==> src/rtl/ram_arbiter_pkg.sv <==
// Shared definitions for the RAM arbiter and the RAM it fronts: port indices,
// default geometry and the lock-owner state encoding.
package ram_arbiter_pkg;

    localparam int PORT_CORE          = 0;
    localparam int PORT_LOADER        = 1;
    localparam int DEFAULT_DATA_WIDTH = 16;
    localparam int DEFAULT_ADDR_SPACE = 16;

    typedef enum logic [1:0] {
        UNLOCKED = 2'd0,
        LOCKED0  = 2'd1,
        LOCKED1  = 2'd2
    } lock_state_t;

endpackage

==> src/rtl/ram_arbiter_grant.sv <==
// arb2_grant: one-hot grant decision for two requesters, honouring an active lock.
// Conflict policy selected by RAM_ARBITER_ROUND_ROBIN_EN (round-robin) or fixed port-0 priority.
module arb2_grant (
    input  logic       req0,
    input  logic       req1,
    input  logic       last_gnt,
    input  logic       lock_valid,
    input  logic       lock_owner,
    output logic [1:0] gnt
);

    logic w_conflict_to1;
    logic w_owner_req;

`ifdef RAM_ARBITER_ROUND_ROBIN_EN
    // The port that was not served last wins a conflict.
    assign w_conflict_to1 = ~last_gnt;
`else
    logic w_unused_last_gnt;
    assign w_unused_last_gnt = last_gnt;
    assign w_conflict_to1    = 1'b0;
`endif

    assign w_owner_req = lock_owner ? req1 : req0;

    // A lock only blocks the other port while its owner keeps requesting.
    always_comb begin
        gnt = 2'b00;
        if (lock_valid && w_owner_req) begin
            gnt = lock_owner ? 2'b10 : 2'b01;
        end else if (req0 && req1) begin
            gnt = w_conflict_to1 ? 2'b10 : 2'b01;
        end else begin
            gnt = {req1, req0};
        end
    end

endmodule

==> src/rtl/ram_arbiter.sv <==
// Two-port arbiter driving a single-port RAM with combinational read data.
// Optional build macro: RAM_ARBITER_ROUND_ROBIN_EN (round-robin conflicts; default fixed priority).
module ram_arbiter
    import ram_arbiter_pkg::*;
#(
    parameter int DATA_WIDTH = DEFAULT_DATA_WIDTH,
    parameter int ADDR_SPACE = DEFAULT_ADDR_SPACE
) (
    input  logic                  clock,
    input  logic                  reset,
    input  logic                  req0,
    input  logic                  we0,
    input  logic [ADDR_SPACE-1:0] addr0,
    input  logic [DATA_WIDTH-1:0] wdata0,
    input  logic                  lock0,
    output logic                  gnt0,
    output logic                  rvalid0,
    output logic [DATA_WIDTH-1:0] rdata0,
    input  logic                  req1,
    input  logic                  we1,
    input  logic [ADDR_SPACE-1:0] addr1,
    input  logic [DATA_WIDTH-1:0] wdata1,
    input  logic                  lock1,
    output logic                  gnt1,
    output logic                  rvalid1,
    output logic [DATA_WIDTH-1:0] rdata1,
    output logic [ADDR_SPACE-1:0] ram_address,
    output logic [DATA_WIDTH-1:0] ram_data,
    output logic                  ram_wren,
    input  logic [DATA_WIDTH-1:0] ram_q
);

    logic [1:0]            w_req;
    logic [1:0]            w_we;
    logic [1:0]            w_lock;
    logic [1:0]            w_gnt_arb;
    logic [1:0]            w_gnt;
    logic                  w_last_gnt;
    logic                  w_lock_valid;
    logic                  w_lock_owner;
    logic                  w_rvalid [2];
    logic [DATA_WIDTH-1:0] w_rdata  [2];
    lock_state_t           r_lock_state;

    assign w_req  = {req1, req0};
    assign w_we   = {we1, we0};
    assign w_lock = {lock1, lock0};

    assign w_lock_valid = (r_lock_state != UNLOCKED);
    assign w_lock_owner = (r_lock_state == LOCKED1);

`ifdef RAM_ARBITER_ROUND_ROBIN_EN
    logic r_last_gnt;

    always_ff @(posedge clock) begin
        if (reset) begin
            r_last_gnt <= 1'b1;
        end else if (|w_gnt) begin
            r_last_gnt <= w_gnt[1];
        end
    end

    assign w_last_gnt = r_last_gnt;
`else
    assign w_last_gnt = 1'b1;
`endif

    arb2_grant u_grant (
        .req0       (w_req[0]),
        .req1       (w_req[1]),
        .last_gnt   (w_last_gnt),
        .lock_valid (w_lock_valid),
        .lock_owner (w_lock_owner),
        .gnt        (w_gnt_arb)
    );

    // Reset masks grants combinationally so nothing reaches the RAM in a reset cycle.
    assign w_gnt = reset ? 2'b00 : w_gnt_arb;
    assign gnt0  = w_gnt[0];
    assign gnt1  = w_gnt[1];

    assign ram_address = w_gnt[1] ? addr1 : addr0;
    assign ram_data    = w_gnt[0] ? wdata0 : (w_gnt[1] ? wdata1 : '0);
    assign ram_wren    = |(w_gnt & w_we);

    // Lock follows the most recent grant; an owner dropping req releases it.
    always_ff @(posedge clock) begin
        if (reset) begin
            r_lock_state <= UNLOCKED;
        end else if (w_gnt[1]) begin
            r_lock_state <= w_lock[1] ? LOCKED1 : UNLOCKED;
        end else if (w_gnt[0]) begin
            r_lock_state <= w_lock[0] ? LOCKED0 : UNLOCKED;
        end else if (w_lock_valid && !w_req[w_lock_owner]) begin
            r_lock_state <= UNLOCKED;
        end
    end

    generate
        for (genvar gi = 0; gi < 2; gi++) begin : g_rd
            logic                  r_rvalid;
            logic [DATA_WIDTH-1:0] r_rdata;

            always_ff @(posedge clock) begin
                if (reset) begin
                    r_rvalid <= 1'b0;
                    r_rdata  <= '0;
                end else begin
                    r_rvalid <= w_gnt[gi] & ~w_we[gi];
                    if (w_gnt[gi] && !w_we[gi]) begin
                        r_rdata <= ram_q;
                    end
                end
            end

            // A result pending when reset rises is dropped in that same cycle.
            assign w_rvalid[gi] = r_rvalid & ~reset;
            assign w_rdata[gi]  = r_rdata;
        end
    endgenerate

    assign rvalid0 = w_rvalid[PORT_CORE];
    assign rvalid1 = w_rvalid[PORT_LOADER];
    assign rdata0  = w_rdata[PORT_CORE];
    assign rdata1  = w_rdata[PORT_LOADER];

endmodule

==> config.mk <==
export PLATFORM = sky130hd
export DESIGN_NAME = ram_arbiter
export DESIGN_NICKNAME = d
export VERILOG_FILES = /design/src/rtl/ram_arbiter_pkg.sv /design/src/rtl/ram_arbiter_grant.sv /design/src/rtl/ram_arbiter.sv
export SDC_FILE = /design/constraint.sdc
export NUM_CORES = 1
export LEC_CHECK = 0
export CAP_MARGIN = 20
export CORE_ASPECT_RATIO = 0.9
export CORE_MARGIN = 2
export CORE_UTILIZATION = 32
export CTS_BUF_LIST = sky130_fd_sc_hd__clkbuf_2
export CTS_CLUSTER_DIAMETER = 200
export CTS_CLUSTER_SIZE = 20
export DETAILED_ROUTE_END_ITERATION = 10
export GPL_TIMING_DRIVEN = 0
export PLACE_DENSITY_LB_ADDON = 0.3
export RECOVER_POWER = 50
export SYNTH_ARGS = -nofsm -noshare
export SYNTH_HDL_FRONTEND = slang
export SYNTH_SLANG_ARGS = --single-unit
export TNS_END_PERCENT = 100
==> constraint.sdc <==
create_clock -name clock -period 2.1 [get_ports clock]
set_clock_uncertainty 0.05 [all_clocks]
set_input_delay 0.42 -clock clock [delete_from_list [all_inputs] [get_ports clock]]
set_output_delay 0.42 -clock clock [all_outputs]
set_load 0.01 [all_outputs]
==> results.json <==
{
  "worstRegToRegCells": 6,
  "critPathRequiredTime_ns": 1.63,
  "antenna_found_initial": 0,
  "hp-class": "reg2reg",
  "tightest_slew_ns": 0.4619,
  "place_hpwl_mm": 5.263,
  "viasPerCell": 4.830,
  "first_global_vias": 2090,
  "rr_startpoint": "r_lock_state[0]",
  "grtUsageMet1_pct": 24.12,
  "p_leak_nw": 1.673,
  "outcome": "finished with violations",
  "hold_violations": 0,
  "io_buffers": 156,
  "startpoint": "r_lock_state[0]",
  "initial_core_util_pct": 33.65,
  "min_from": "rdata0[0]",
  "overflow": 0,
  "worstSkewPairLatency_ns": 0.36,
  "finalMaxSlewViolations": 0,
  "drc": 0,
  "violations": "setup timing",
  "drt_iter0_drc": 69,
  "die_x_um": 82.82,
  "fin_crit_sh_pct": 108.1,
  "max-vdd-ir-drop_mv": 0.3239,
  "fmax_mhz": 440.7,
  "gp_congestion": 0.7764,
  "syn-num-nets": 251,
  "diodes": 0,
  "setup.worst_path.class": "reg2out",
  "wire_per_inst_um": 16.58,
  "critPathMaxFanout": 4,
  "htree_num_levels": 2,
  "gr-usage-all-layers_pct": 21.66,
  "power_per_cell_area_nw_per_um2": 430.8,
  "syn_area_um2": 1789,
  "grt_busiest_layer": "met2",
  "min_period_ns": 2.269,
  "cts_buffer_depth": 2,
  "ys_seq_elements": 36,
  "grt_util_met2_pct": 41.13,
  "r2r_setup_slack_ns": 0.46,
  "setup_viol": 31,
  "seq_area_frac_synth_pct": 40.28,
  "first_pass_iters": 5,
  "regToRegEndpoint": "rdata1[12]",
  "ant_nets": 0,
  "syn_inst": 163,
  "arrival_ns": 1.80,
  "critPathCapture": "ram_address[8]",
  "grt_pass1_wl_mm": 10.58,
  "rsz0062_at_grt": "true",
  "drv_cap": 0,
  "startpoint_type": "flop",
  "fp.dieH_um": 74.94,
  "grt_max_degree": 12,
  "area_growth_pct": 104.6,
  "drive_gt1_share_pct": 35.47,
  "ios": 157,
  "clkSinkCount": 36,
  "yosysWarnings": 0,
  "cts_hold_buf": 0,
  "yosysUniqueCellTypes": 23,
  "vias": 1985,
  "avgSynthCellArea_um2": 10.98,
  "totalWireLength_mm": 6.813,
  "slew_headroom_pct": 69.21,
  "setup.worst_path.end_class": "output port",
  "cts_tree": "done",
  "clkSlewWorstSetupHoldPaths_ns": 0.16,
  "dp_cells": 386,
  "final_cells": 411,
  "numCtsBuffers": 5,
  "setup_ws_ns": -0.1693,
  "fp-row-count": 25,
  "met3_usage_pct": 6.031,
  "core_area_um2": 5318,
  "die_area_um2": 6206,
  "root_buffer": "clkbuf_2",
  "finalNetCount": 431,
  "finish.utilization_pct": 68.85
}
## through the flow
stage / hold slack [ns] / setup TNS, ns / area (um2) / total power (W) / setup slack, ns
after CTS: 0.4276 / -2.615 / 3601 / 0.001578 / -0.1956
after global routing: 0.4673 / -4.915 / 3661 / 0.001650 / -0.2615
final: 0.4250 / -2.035 / 3661 / 0.001577 / -0.1693
after global placement: 0.3983 / -29.22 / 3435 / 0.001252 / -0.8834
after floorplan: 0.4302 / 0 / 1789 / 0.0009170 / 0.1933
after detailed placement: 0.4046 / -29.84 / 3435 / 0.001258 / -0.8982
## synthesized netlist by cell type
cell / count / share of area [%]
buf_4: 1 / 0.42
a211o_1: 1 / 0.49
clkbuf_1: 4 / 0.84
nand2_1: 3 / 0.63
mux2_4: 8 / 6.7
o21ai_0: 1 / 0.28
nor3b_4: 1 / 1.0
a31o_2: 15 / 7.3
dfxtp_1: 36 / 40
and3_1: 16 / 5.6
nand3_1: 1 / 0.28
buf_6: 4 / 2.5
buf_2: 4 / 1.1
mux2_2: 23 / 14
nand2b_1: 2 / 0.70
a21oi_2: 1 / 0.49
and2_1: 2 / 0.70
mux2i_1: 1 / 0.56
inv_2: 1 / 0.21
nand3b_1: 1 / 0.42
inv_1: 3 / 0.63
nor2b_1: 17 / 5.9
a22o_1: 17 / 8.3
## power breakdown
group	leakage (nW)	switching, W	total, W	internal (W)
registers	0.295	0.0000154	0.000731	0.000716
logic	1.35	0.000183	0.000548	0.000366
clock network	0.0302	0.000223	0.000298	0.0000747
## state kept, by name (all words and copies together) (netlist names)
register       cells
g_rd.r_rvalid      2
r_lock_state       2
rdata0            16
rdata1            16
## area by class of cell
class                           instances  area [um2]
Inverter                                4       17.52
Multi-Input combinational cell        110        1026
Tap cell                               67       83.83
Buffer                                 12       106.4
Fill cell                             443        1657
Timing Repair Buffer                  174        1665
Sequential cell                        36       723.2
Clock buffer                            5       25.02
Clock inverter                          3       13.76
## layout by cell type (no fill, tap or decap), types with 5 or more instances in the layout
cell type	instances
mux2_2	13
nor2b_1	17
buf_2	19
a22o_1	17
buf_4	10
and3_1	16
dfxtp_1	34
mux2_4	18
buf_6	28
dlygate4sd2_1	5
clkbuf_2	7
a31o_2	15
clkdlybuf4s50_1	116
## kinds of logic after synthesis
kind of cell           synth area share [%]
buffers and inverters                 5.734
AOI/OAI and AO/OA                     16.92
muxes                                 21.75
DFF                                   40.28
and+or+nand+nor                       15.31
## worst max-delay path: stages, from the launching register on
cell and delay, ns:
dfxtp_2 0.35, nand2b_4 0.14, a21oi_4 0.17, buf_6 0.13, buf_6 0.11, buf_4 0.11, mux2_4 0.30, buf_6 0.13
## repair_timing
action                     CTS  global route
pin swaps                    3            17
setup buffers               14             4
setup endpoints to repair   37            35
gates resized for setup    186             5
cloned                       0             1
## worst min-delay path by stage
stage               slack [ns]  depth (start not counted)         to
floorplan                 0.43                          2  rdata0[0]
global placement          0.40                          2  rdata1[0]
detailed placement        0.40                          2  rdata0[0]
CTS                       0.43                          2  rdata0[0]
global route              0.47                          2  rdata0[0]
finish                    0.43                          2  rdata0[0]
## metal layers
| metal | wire length [um] | up-vias |
|---|---|---|
| li1 | - | 958 |
| met1 | 2560 | 943 |
| met2 | 3731 | 68 |
| met3 | 382 | 16 |
| met4 | 138 | 0 |
| met5 | 0 | - |
No activity file was read; power rests on OpenSTA's default activity.
